--- src/rtl/param_rotator_pkg.sv ---
// Shared types, constants and the modulo-WIDTH offset helper for param_rotator.
package param_rotator_pkg;

    typedef enum logic {
        IDLE,
        RUN
    } state_e;

    localparam logic ROT_RIGHT = 1'b0;
    localparam logic ROT_LEFT  = 1'b1;

    // Next rotation offset. Both pos and eff are already below width, so one
    // conditional subtract gives a true modulo for any width.
    function automatic int unsigned pos_step(int unsigned pos, int unsigned eff, logic dir,
                                             int unsigned width);
        int unsigned sum;
        if (dir == ROT_RIGHT) begin
            sum = pos + eff;
        end else begin
            sum = pos + width - eff;
        end
        if (sum >= width) begin
            sum = sum - width;
        end
        return sum;
    endfunction

endpackage

--- src/rtl/param_rotator_barrel_rot.sv ---
// Combinational rotate of a WIDTH-bit word by eff_i (< WIDTH) in either direction.
module param_rotator_barrel_rot
    import param_rotator_pkg::*;
#(
    parameter int unsigned WIDTH = 4,
    parameter int unsigned SH_W  = 2
) (
    input  logic [WIDTH-1:0] data_i,
    input  logic [SH_W-1:0]  eff_i,
    input  logic             dir_i,
    output logic [WIDTH-1:0] data_o
);

    logic [2*WIDTH-1:0] dbl;
    logic [2*WIDTH-1:0] shifted;

    // Doubled word: a shift of the concatenation selects the rotated window
    always_comb begin
        dbl     = {data_i, data_i};
        shifted = '0;
        data_o  = '0;
        if (dir_i == ROT_RIGHT) begin
            shifted = dbl >> eff_i;
            data_o  = shifted[WIDTH-1:0];
        end else begin
            shifted = dbl << eff_i;
            data_o  = shifted[2*WIDTH-1:WIDTH];
        end
    end

endmodule

--- src/rtl/param_rotator.sv ---
// Loadable rotating register: rotates by a programmable amount for a programmable
// number of enabled steps, with start/busy/done handshake and offset tracking.
module param_rotator
    import param_rotator_pkg::*;
#(
    parameter int unsigned WIDTH  = 4,
    parameter int unsigned AMT_W  = 3,
    parameter int unsigned STEP_W = 8
) (
    input  logic                         clk,
    input  logic                         rst,
    input  logic                         en,
    input  logic                         load,
    input  logic [WIDTH-1:0]             data_in,
    input  logic                         start,
    input  logic                         dir,
    input  logic [AMT_W-1:0]             amt,
    input  logic [STEP_W-1:0]            steps,
    output logic [WIDTH-1:0]             data_out,
    output logic [$clog2(WIDTH)-1:0]     pos,
    output logic                         busy,
    output logic                         done
);

    localparam int unsigned POS_W = $clog2(WIDTH);

    state_e              state_q, state_d;
    logic [WIDTH-1:0]    data_q, data_d;
    logic [POS_W-1:0]    pos_q, pos_d;
    logic [POS_W-1:0]    eff_q, eff_d;
    logic                dir_q, dir_d;
    logic [STEP_W-1:0]   rem_q, rem_d;
    logic                busy_q, busy_d;
    logic                done_q, done_d;
    logic [WIDTH-1:0]    rot_data;

    param_rotator_barrel_rot #(
        .WIDTH (WIDTH),
        .SH_W  (POS_W)
    ) u_barrel_rot (
        .data_i (data_q),
        .eff_i  (eff_q),
        .dir_i  (dir_q),
        .data_o (rot_data)
    );

    // Next-state: IDLE handles load/start, RUN consumes one step per enabled edge
    always_comb begin
        state_d = state_q;
        data_d  = data_q;
        pos_d   = pos_q;
        eff_d   = eff_q;
        dir_d   = dir_q;
        rem_d   = rem_q;
        busy_d  = busy_q;
        done_d  = 1'b0;
        unique case (state_q)
            IDLE: begin
                if (load) begin
                    data_d = data_in;
                    pos_d  = '0;
                end else if (start) begin
                    dir_d = dir;
                    eff_d = POS_W'(32'(amt) % WIDTH);
                    rem_d = steps;
                    if (steps == '0) begin
                        done_d = 1'b1;
                    end else begin
                        state_d = RUN;
                        busy_d  = 1'b1;
                    end
                end
            end
            RUN: begin
                if (en) begin
                    data_d = rot_data;
                    pos_d  = POS_W'(pos_step(32'(pos_q), 32'(eff_q), dir_q, WIDTH));
                    rem_d  = rem_q - STEP_W'(1);
                    if (rem_q == STEP_W'(1)) begin
                        done_d  = 1'b1;
                        busy_d  = 1'b0;
                        state_d = IDLE;
                    end
                end
            end
            default: begin
                state_d = IDLE;
                busy_d  = 1'b0;
            end
        endcase
    end

    // State and registered outputs; synchronous reset overrides everything
    always_ff @(posedge clk) begin
        if (rst) begin
            state_q <= IDLE;
            data_q  <= '0;
            pos_q   <= '0;
            eff_q   <= '0;
            dir_q   <= ROT_RIGHT;
            rem_q   <= '0;
            busy_q  <= 1'b0;
            done_q  <= 1'b0;
        end else begin
            state_q <= state_d;
            data_q  <= data_d;
            pos_q   <= pos_d;
            eff_q   <= eff_d;
            dir_q   <= dir_d;
            rem_q   <= rem_d;
            busy_q  <= busy_d;
            done_q  <= done_d;
        end
    end

    assign data_out = data_q;
    assign pos      = pos_q;
    assign busy     = busy_q;
    assign done     = done_q;

endmodule

--- config.mk ---
export PLATFORM = sky130hd
export DESIGN_NAME = param_rotator
export DESIGN_NICKNAME = d
export VERILOG_FILES = /design/src/rtl/param_rotator_pkg.sv /design/src/rtl/param_rotator_barrel_rot.sv /design/src/rtl/param_rotator.sv
export SDC_FILE = /design/constraint.sdc
export NUM_CORES = 1
export LEC_CHECK = 0
export CAP_MARGIN = 25
export CORE_ASPECT_RATIO = 0.7
export CORE_MARGIN = 2
export CORE_UTILIZATION = 40
export CTS_BUF_LIST = sky130_fd_sc_hd__clkbuf_4
export DETAILED_ROUTE_END_ITERATION = 8
export PLACE_DENSITY = 0.66
export SLEW_MARGIN = 20
export SYNTH_ARGS = -nofsm -noshare
export SYNTH_HDL_FRONTEND = slang
export SYNTH_HIERARCHICAL = 1
export SYNTH_SLANG_ARGS = --single-unit
--- constraint.sdc ---
create_clock -name clk -period 4.33 [get_ports clk]
set_clock_uncertainty 0.2 [all_clocks]
set_input_delay 1.299 -clock clk [delete_from_list [all_inputs] [get_ports clk]]
set_output_delay 1.299 -clock clk [all_outputs]
set_load 0.005 [all_outputs]
== After elaboration in Yosys (flattened, before gate mapping) ==
Cells that the tools add are included.
W data, S select, Z words.

* Register bits: 20
* Bits in latches: 0
* RAM bits: 0
* ROM bits: 0
* Input bits: 21
* Output and inout bits: 8
* Logic and storage cells: 63
* Memories: 0

* Add/subtract/negate cells: 5
* Multiply operators: 0
* Div/mod/pow operators: 0
* $lt $le $gt $ge: 1
* Equal/unequal tests: 7
* Shift operators: 2
* Muxes and demuxes: 33
* Bitwise gates (word level): 2
* Reductions and logical operators: 5

{| class="wikitable"
|+ Operator list
! operator !! count
|-
| $mux W32 || 3
|-
| $ge A32 B3 Y1 const B || 1
|-
| $mux W8 || 3
|-
| $pmux W8 S2 || 1
|-
| $mux W1 || 15
|-
| $mux W4 || 3
|-
| $ne A2 B2 Y1 const B || 5
|-
| $eq A8 B1 Y1 const B || 1
|-
| $logic_not A8 Y1 || 1
|-
| $pmux W4 S2 || 1
|-
| $shl A8 B2 Y8 || 1
|-
| $shr A8 B2 Y4 || 1
|-
| $sub A8 B1 Y8 const B || 1
|-
| $mux W2 || 3
|-
| $pmux W1 S2 || 3
|-
| $reduce_and A3 Y1 || 2
|-
| $reduce_and A5 Y1 || 1
|-
| $sub A4 B2 Y5 || 1
|-
| $add A2 B3 Y4 const B || 1
|-
| $pmux W2 S2 || 1
|-
| $add A2 B2 Y3 || 1
|-
| $ne A2 B1 Y1 const B || 1
|-
| $not A1 Y1 || 2
|-
| $reduce_and A2 Y1 || 1
|-
| $sub A2 B1 Y2 const B || 1
|}

== Depth between registers and ports, before layout ==
Gate-level depths: netlist of the first run.

* Word-level depth: 9
* Mapped depth: 6
* Depth with buffers taken out: 6

== By module ==
Netlist of the first run, hierarchy kept.

{| class="wikitable"
|+ Modules (own cells, without submodules)
! module !! times used !! cells each !! area an instance (um^2) !! seq. area each (um^2)
|-
| param_rotator || 1 || 127 || 1099.8 || 400.4
|-
| param_rotator_barrel_rot || 1 || 8 || 150.1 || 0.0
|}

== Least setup slack after synthesis of the first run ==
Ideal clock, no wire load.

* Kind: input to register
* Start: input port start
* End: register dir_q
* Setup time: 0.128 ns
* Arrival time: 2.014 ns
* Required time: 4.002 ns
* Path slack: 1.989 ns
* Stages: 4
* Buffers on the path: 1
* Cell sequence: nor3b_4 -> buf_6 -> mux2i_1 -> nor2_1

* Longest elaborated chain between the ends: 1

{| class="wikitable"
|+ RTL lines
! what !! line !! source
|-
| start: declaration || param_rotator.sv:15 || <nowiki>input logic start,</nowiki>
|-
| $reduce_and A3 Y1 (no line) || n/a ||
|-
| end signal: assignment || param_rotator.sv:109 || <nowiki>dir_q <= dir_d;</nowiki>
|-
| end: declaration || param_rotator.sv:31 || <nowiki>logic dir_q, dir_d;</nowiki>
|}

No other way between the ends.
A chain may end at the register's enable or synchronous reset.

== Worst setup path after layout of the first run ==
* Start: input port load
* End: register rem_q[4]

* Longest elaborated chain between the ends: 2

{| class="wikitable"
|+ RTL lines
! what !! line !! source
|-
| start: declaration || param_rotator.sv:13 || <nowiki>input logic load,</nowiki>
|-
| $ne A2 B2 Y1 (no line) || n/a ||
|-
| $reduce_and A3 Y1 (no line) || n/a ||
|-
| end signal: assignment || param_rotator.sv:110 || <nowiki>rem_q <= rem_d;</nowiki>
|-
| end: declaration || param_rotator.sv:32 || <nowiki>logic [STEP_W-1:0] rem_q, rem_d;</nowiki>
|}

No other way between the ends.

==> results of run 1 <==
[power breakdown]
group	switching, mW	internal (mW)
clock	0.0566	0.0336
combinational	0.0512	0.0680
sequential	0.0229	0.198
total	0.131	0.299
[per-stage QoR]
step / power [mW] / cells / hold WS, ns / instance area [um^2]
floorplan: 0.298 / 135 / 0.253 / 1250
global placement: 0.339 / 193 / 0.248 / 1530
detailed placement: 0.343 / 193 / 0.253 / 1530
CTS: 0.434 / 197 / 0.272 / 1560
global route: 0.464 / 197 / 0.294 / 1560
finish: 0.430 / 197 / 0.267 / 1560
[routing by layer]
layer  up-vias  routed length (um)
met4         0                  19
met1       532                1550
met5         -                   0
li1        550                   -
met2        23                1210
met3         5                 130
[critical path: cells and delay by family]
family                 cells  cell delay (ns)
AND/OR/NAND/NOR            1             0.54
AO/OA/AOI/OAI              1             0.09
buffers and inverters      2             0.73
multiplexers               1             0.19
[cells in the mapped netlist]
cell type  count  area share (%)
dfxtp_1       20              32
nor2_1        17             5.1
mux2i_1       16              13
nand2_1       12             3.6
a21oi_1        9             3.6
a211oi_1       7             4.2
inv_1          5             1.5
nand3_1        5             2.0
ha_1           4             4.0
mux4_1         4             8.4
a221oi_1       3             2.1
mux2_2         3             2.7
nor3_1         3             1.2
a21o_1         2             1.2
buf_4          2             1.2
clkbuf_1       2            0.60
mux2_1         2             1.8
nand3b_1       2             1.2
nor4_1         2             1.0
o21ai_0        2            0.80
xnor2_1        2             1.4
a31oi_1        1            0.50
and2_1         1            0.50
and2_4         1            0.70
buf_2          1            0.40
buf_6          1            0.90
nand2_2        1            0.50
nand2b_1       1            0.50
nand4_1        1            0.50
nor3_2         1            0.80
nor3b_4        1             1.5
o22a_1         1            0.70
[area by class of cell]
class | instances | area [um^2] | area share, %
multi-input cells | 104 | 792 | 50.8
repair buffers | 28 | 278 | 17.8
inverters | 5 | 18.8 | 1.20
clock inverters | 1 | 3.75 | 0.241
clock buffers | 3 | 22.5 | 1.44
well taps | 36 | 45.0 | 2.89
flip-flops and latches | 20 | 400 | 25.7
[kinds of logic (layout without fill, tap and decap cells)]
group,count (synthesis),in the layout,share of synthesized area [%]
adder cells (fa/ha/maj),4,4,4.00
multiplexers,25,25,25.7
XOR/XNOR,2,2,1.40
AO/OA/AOI/OAI,25,25,13.1
AND/OR/NAND/NOR,48,48,19.1
flip-flops,20,20,32.0
buffers and inverters,11,37,4.60
[sequential cells by signal, summed over array words and instances, names as in the netlist]
name and flops:
dir_q 1, busy 1, done 1, pos 2
rem_q 8, eff_q 2, state_q 1, data_out 4
[worst paths after layout]
check	slack, ns	to	startpoint	depth (start not counted)
worst max-delay path	1.42	rem_q[4]	load	5
worst min-delay path	0.27	busy	busy	2
worst max register to register	2.16	rem_q[4]	state_q	4
worst min register to register	0.27	busy	busy	2
==> reports/qor.txt, run 1 <==
====================================================================================================
Number of top-level design ports                                                                  29
Fraction of the yosys area taken by sequential cells                                           32.0%
Actual transition at the worst max-transition pin                                           0.915 ns
Maximum clock rate                                                                         0.343 GHz
Number of nets with antenna violations after routing                                               0
Final routed DRC violation total                                                                   0
Maxcap violations                                                                                  0
Post-CTS repair timing setup buffer count                                                          0
Fraction of final layout cells sized beyond drive strength 1                                   6.83%
Leakage power total                                                                         0.584 nW
Area growth from synthesis to final layout                                                     24.8%
Minimum period implied by the final worst setup slack                                        2.91 ns
Biggest fanout along the worst timing path                                                        11
Avg Vias per Cell                                                                               5.63
Post-layout net count                                                                            187
Global-route met3 utilization                                                                  5.22%
Buffer type at the clock tree root                                                          clkbuf_4
Worst Setup Path Type                                                                   input port to flip-flop
Die area                                                                                0.00360 mm^2
Arrival @ worst endpoint                                                                     2.86 ns
Post-synth cell types                                                                             32
Routed length per placed instance                                                            14.8 um
Vias after detailed routing                                                                     1110
Vertical die dimension                                                                       50.8 um
Synth warn                                                                                         6
Clock-pin slew reported for the worst setup and hold paths after clock tree synthesis        0.11 ns
Initial cell density of the core                                                               43.4%
Gr busiest metal                                                                                met1
Kind of start point of the critical path                                                  input port
Total overflow reported by the global router                                                       0
Iteration-0 DRC count of the detailed router                                                      91
Setup TNS Final                                                                                 0 ns
Worst Setup End Kind                                                                       flip-flop
Initial antenna violation count                                                                    0
TritonCTS clock tree                                                                           built
Number of standard cells after synthesis                                                         135
Status                                                                                  finished clean
Total global routing track utilization                                                         18.0%
Cell area after synthesis                                                               0.00125 mm^2
Met1 routing resource usage after global routing                                               26.9%
Max-slew headroom                                                                              38.9%
Total nets after synthesis                                                                       160
Post-Route WL                                                                                2910 um
CP cell instances                                                                       clkdlybuf4s50_1 > nor3b_4 > buf_4 > mux2i_1 > a221oi_1
Final Cycle Share                                                                              67.3%
Number of placement rows                                                                          16
Chip width                                                                                   70.8 um
Leading cell type in the layout, fill and taps excluded                                 clkdlybuf4s50_1
Ant diodes                                                                                         0
Final max-slew violation count                                                                     0
Maximum root-to-sink buffer count                                                                  2
First-pass iteration count of the detailed router                                                  4
Hold buffer count at CTS                                                                           0
Crit path largest cell delay                                                                 0.54 ns
Sinks on the clock net                                                                            20
Number of failing hold endpoints at the final stage                                                0
Required time of the critical path                                                           4.27 ns
Post-detail-place hpwl                                                                       2170 um
PnR worst setup slack                                                                        1.42 ns
Clock Latency Late Sink                                                                      0.30 ns
Port bufs                                                                                         27
Library cell contributing the largest single delay on the critical path                      nor3b_4
Synth Area per Inst                                                                        9.26 um^2
First-pass GRT wire length                                                                   5020 um
Maximum vdd drop                                                                            0.154 mV
Min-delay worst type                                                                    flip-flop to flip-flop
Routability cong.                                                                              0.755
Filler cell count                                                                                286
Cell Pwr Density                                                                         276 mW/mm^2
Place WS                                                                                     1.10 ns
Cts bufs inserted                                                                                  3
Number of register bits inferred by synthesis                                                     20
Final standard cell utilization of the core                                                    54.1%
Level count of the clock H-tree                                                                    1
Maximum number of pins on one net before global-route repair                                      22
Unrepaired setup endpoints after global routing                                                false
PostCTS Resize Cnt                                                                                 0
Most used cells in the layout excluding fill and tap cells                              clkdlybuf4s50_1, dfxtp_1, nor2_1
Fraction of met2 tracks used by global routing                                                 25.9%
Core region area                                                                        0.00288 mm^2
Vias in the first global route                                                                  1045
Final setup violation count                                                                        0
====================================================================================================
(Power assumes the default switching activity.)
==> run 2, diff against run 1 <==
Clock period 4.33 ns to 2.7 ns, I/O delays scaled along.
==> reports/qor.txt, run 2 (synthesis gave the netlist of run 1 again) <==
====================================================================================================
Iteration-0 DRC count of the detailed router                                                      75
Cts bufs inserted                                                                                  3
Fraction of final layout cells sized beyond drive strength 1                                   10.2%
Area growth from synthesis to final layout                                                     28.1%
Flip-flop count of the largest register after layout                                               8
Sinks on the clock net                                                                            20
Number of nets with antenna violations after routing                                               0
Clock Latency Late Sink                                                                      0.30 ns
Max-slew headroom                                                                              58.6%
First-pass GRT wire length                                                                   4860 um
Number of instances in the placed design                                                         199
Post-CTS repair timing setup buffer count                                                          0
Routed length per placed instance                                                            14.3 um
Worst Setup End Kind                                                                    primary output
Hold buffer count at CTS                                                                           0
Actual transition at the worst max-transition pin                                           0.620 ns
Most used cells in the layout excluding fill and tap cells                              clkdlybuf4s50_1, dfxtp_1, nor2_1
Vias after detailed routing                                                                     1117
Maxcap violations                                                                                  0
PnR worst setup slack                                                                       0.414 ns
Arrival @ worst endpoint                                                                     1.28 ns
Post-route cell area                                                                    0.00160 mm^2
Final standard cell utilization of the core                                                    55.6%
Vias in the first global route                                                                   992
Biggest fanout along the worst timing path                                                         6
Final max-slew violation count                                                                     0
TritonCTS clock tree                                                                           built
Number of placement rows                                                                          16
Post-layout net count                                                                            193
Cell Pwr Density                                                                         432 mW/mm^2
Core region area                                                                        0.00288 mm^2
Leakage power total                                                                         0.613 nW
Min-delay worst type                                                                    flip-flop to flip-flop
Crit path largest cell delay                                                                 0.54 ns
Ant diodes                                                                                         0
Non-filler cells, final                                                                          202
First-pass iteration count of the detailed router                                                  4
Total global routing track utilization                                                         17.3%
Die area                                                                                0.00360 mm^2
Worst Hold Slack                                                                            0.271 ns
PostCTS Resize Cnt                                                                                 0
Total overflow reported by the global router                                                       0
Maximum number of pins on one net before global-route repair                                      21
Maximum clock rate                                                                         0.437 GHz
Port bufs                                                                                         27
Cell area reported after detailed placement                                             0.00158 mm^2
Dominant delay contributor by cell family on the critical path                          buffers and inverters
Leading cell type in the layout, fill and taps excluded                                 clkdlybuf4s50_1
Kind of start point of the critical path                                                   flip-flop
Library cell contributing the largest single delay on the critical path                 clkdlybuf4s50_1
Chip width                                                                                   70.8 um
Final routed DRC violation total                                                                   0
Setup TNS Final                                                                                 0 ns
Unrepaired setup endpoints after global routing                                                false
Final Cycle Share                                                                              84.7%
Filler cell count                                                                                271
Initial antenna violation count                                                                    0
Final setup violation count                                                                        0
Maximum root-to-sink buffer count                                                                  2
Status                                                                                  finished clean
Required time of the critical path                                                           1.69 ns
Minimum period implied by the final worst setup slack                                        2.29 ns
Count of buffering cells on the critical path with inverters included                              1
Clock-pin slew reported for the worst setup and hold paths after clock tree synthesis        0.11 ns
CP cell instances                                                                       clkdlybuf4s50_1
Place WS                                                                                    0.124 ns
Worst Setup Path Type                                                                   flip-flop to primary output
Number of top-level design ports                                                                  29
Maximum vdd drop                                                                            0.285 mV
Avg Vias per Cell                                                                               5.53
Number of failing hold endpoints at the final stage                                                0
Routability cong.                                                                              0.756
Post-Route WL                                                                                2900 um
Post-detail-place hpwl                                                                       2180 um
Initial cell density of the core                                                               43.4%
Register with the highest flop count                                                           rem_q
Level count of the clock H-tree                                                                    1
Buffer type at the clock tree root                                                          clkbuf_4
Vertical die dimension                                                                       50.8 um
Sum of internal, switching and leakage power                                                0.691 mW
====================================================================================================
## run 2: cell count changes in the layout (fill, tap and decap cells not counted), sizes merged
cell	previous run	this run
buf	1	7
clkinv	1	0
## run 2: layout make-up
cell class	instances	area [um^2]	share of cell area, %
tap	36	45.0	2.81
timing repair buffer	34	323	20.2
multi-input combinational	104	792	49.5
inverter	5	18.8	1.17
sequential	20	400	25.0
clock buffer	3	22.5	1.41
## run 2: worst paths after layout
kind | cells past startpoint | slack [ns] | end | start
setup / recovery | 1 | 0.41 | data_out[2] | data_out[2]
hold / removal | 2 | 0.27 | busy | busy
setup reg to reg | 4 | 0.77 | data_out[1] | dir_q
hold reg to reg | 2 | 0.27 | busy | busy
## run 2: power by group
group	internal, mW	total [mW]	switching, mW
sequential	0.317	0.350	0.0331
clock	0.0520	0.141	0.0892
combinational	0.114	0.200	0.0858
total	0.483	0.691	0.208
## run 2: routing by layer
| metal | share of wire, % | GRT usage [%] | wire [um] |
|---|---|---|---|
| met2 | 40 | 25.1 | 1160 |
| met5 | 0 | 0 | 0 |
| met4 | 0.52 | 2.83 | 15 |
| met3 | 8.2 | 5.02 | 238 |
| met1 | 51 | 25.7 | 1480 |
==> run 3, diff against run 2 <==
Clock period 2.7 ns to 2.2 ns, I/O delays scaled along.
==> reports/qor.txt, run 3 (synthesis gave the netlist of run 1 again) <==
====================================================================================================
Number of failing hold endpoints at the final stage                                                0
Maximum root-to-sink buffer count                                                                  2
Worst Setup Path Type                                                                   flip-flop to primary output
Cell Pwr Density                                                                         530 mW/mm^2
Post-detail-place hpwl                                                                       2300 um
Fraction of final layout cells sized beyond drive strength 1                                   12.5%
Ant diodes                                                                                         0
Total global routing track utilization                                                         18.3%
Sinks on the clock net                                                                            20
Vias after detailed routing                                                                     1120
Library cell contributing the largest single delay on the critical path                 clkdlybuf4s50_1
Place WS                                                                                  -0.0268 ns
Min-delay worst type                                                                    flip-flop to flip-flop
Actual transition at the worst max-transition pin                                           0.402 ns
Routed length per placed instance                                                            15.1 um
PnR worst setup slack                                                                      0.0619 ns
Required time of the critical path                                                           1.34 ns
Level count of the clock H-tree                                                                    1
Leading cell type in the layout, fill and taps excluded                                 clkdlybuf4s50_1
Flip-flop count of the largest register after layout                                               8
Cell area reported after detailed placement                                             0.00159 mm^2
Arrival @ worst endpoint                                                                     1.28 ns
First-pass iteration count of the detailed router                                                  4
Final max-slew violation count                                                                     0
Hold buffer count at CTS                                                                           0
Port bufs                                                                                         27
Iteration-0 DRC count of the detailed router                                                      46
Buffer type at the clock tree root                                                          clkbuf_4
First-pass GRT wire length                                                                   5160 um
Chip width                                                                                   70.8 um
Maximum clock rate                                                                         0.468 GHz
Initial cell density of the core                                                               43.4%
Routability cong.                                                                              0.774
Clock-pin slew reported for the worst setup and hold paths after clock tree synthesis        0.11 ns
Post-route cell area                                                                    0.00162 mm^2
Status                                                                                  finished clean
Minimum period implied by the final worst setup slack                                        2.14 ns
CP cell instances                                                                       clkdlybuf4s50_1
Critical path depth in cells                                                                       1
Number of top-level design ports                                                                  29
Crit path largest cell delay                                                                 0.53 ns
Unrepaired setup endpoints after global routing                                                false
Maximum vdd drop                                                                            0.400 mV
Leakage power total                                                                         0.623 nW
Maxcap violations                                                                                  0
Area growth from synthesis to final layout                                                     29.5%
Cts bufs inserted                                                                                  3
Total overflow reported by the global router                                                       0
Count of buffering cells on the critical path with inverters included                              1
Vertical die dimension                                                                       50.8 um
Biggest fanout along the worst timing path                                                         6
Number of nets with antenna violations after routing                                               0
Worst Setup End Kind                                                                    primary output
Post-Route WL                                                                                3070 um
Initial antenna violation count                                                                    0
Final Cycle Share                                                                              97.2%
Worst reg2reg path depth                                                                           4
Most used cells in the layout excluding fill and tap cells                              clkdlybuf4s50_1, dfxtp_1, nor2_1
Register with the highest flop count                                                           rem_q
Final standard cell utilization of the core                                                    56.2%
Core region area                                                                        0.00288 mm^2
Final routed DRC violation total                                                                   0
Die area                                                                                0.00360 mm^2
Dominant delay contributor by cell family on the critical path                          buffers and inverters
Vias in the first global route                                                                  1104
Hold depth                                                                                         2
Clock Latency Late Sink                                                                      0.31 ns
Sum of internal, switching and leakage power                                                0.859 mW
TritonCTS clock tree                                                                           built
Maximum number of pins on one net before global-route repair                                      21
Post-layout net count                                                                            195
Max-slew headroom                                                                              73.0%
Number of placement rows                                                                          16
Final setup violation count                                                                        0
Post-CTS repair timing setup buffer count                                                          0
Avg Vias per Cell                                                                               5.49
Kind of start point of the critical path                                                   flip-flop
====================================================================================================
-- run 3: changes by cell type in the layout (fill, tap and decap cells not counted), sizes merged --
cell  change
buf       +2
-- run 3: final cells by class --
class,instances,area (um^2)
repair buffers,36,338
clock buffers,3,22.5
multi-input cells,104,792
inverters,5,18.8
well taps,36,45.0
fillers,280,1260
flip-flops and latches,20,403
-- run 3: power breakdown --
part | leakage [nW] | switching, mW | internal [mW]
sequential | 0.165 | 0.0379 | 0.390
clock | 0.0138 | 0.112 | 0.0640
combinational | 0.445 | 0.113 | 0.142
-- run 3: metrics by stage --
step                      hold slack [ns]  instances  setup TNS [ns]
final                               0.288        204               0
after floorplan                     0.253        135               0
after global routing                0.331        204               0
after CTS                           0.287        204               0
after detailed placement            0.260        201         -0.0992
after global placement              0.247        201               0
-- run 3: final timing paths --
kind	start	to	slack (ns)
setup / recovery	data_out[1]	data_out[1]	0.06
hold / removal	busy	busy	0.29
setup reg to reg	dir_q	data_out[3]	0.25
hold reg to reg	busy	busy	0.29
-- run 3: layer usage --
layer  wire length (um)  GRT usage [%]  vias to the layer above
li1                   -              -                      562
met1               1570           26.8                      523
met2               1280           27.3                       31
met3                191           5.02                        4
met4                 29           2.83                        0
met5                  0              0                        -
-- run 3: what timing repair did --
item                                    4_1_cts  5_1_grt
endpoints found under the hold margin         0        0
endpoints found under the setup margin        0        2
resized for setup                             0        2
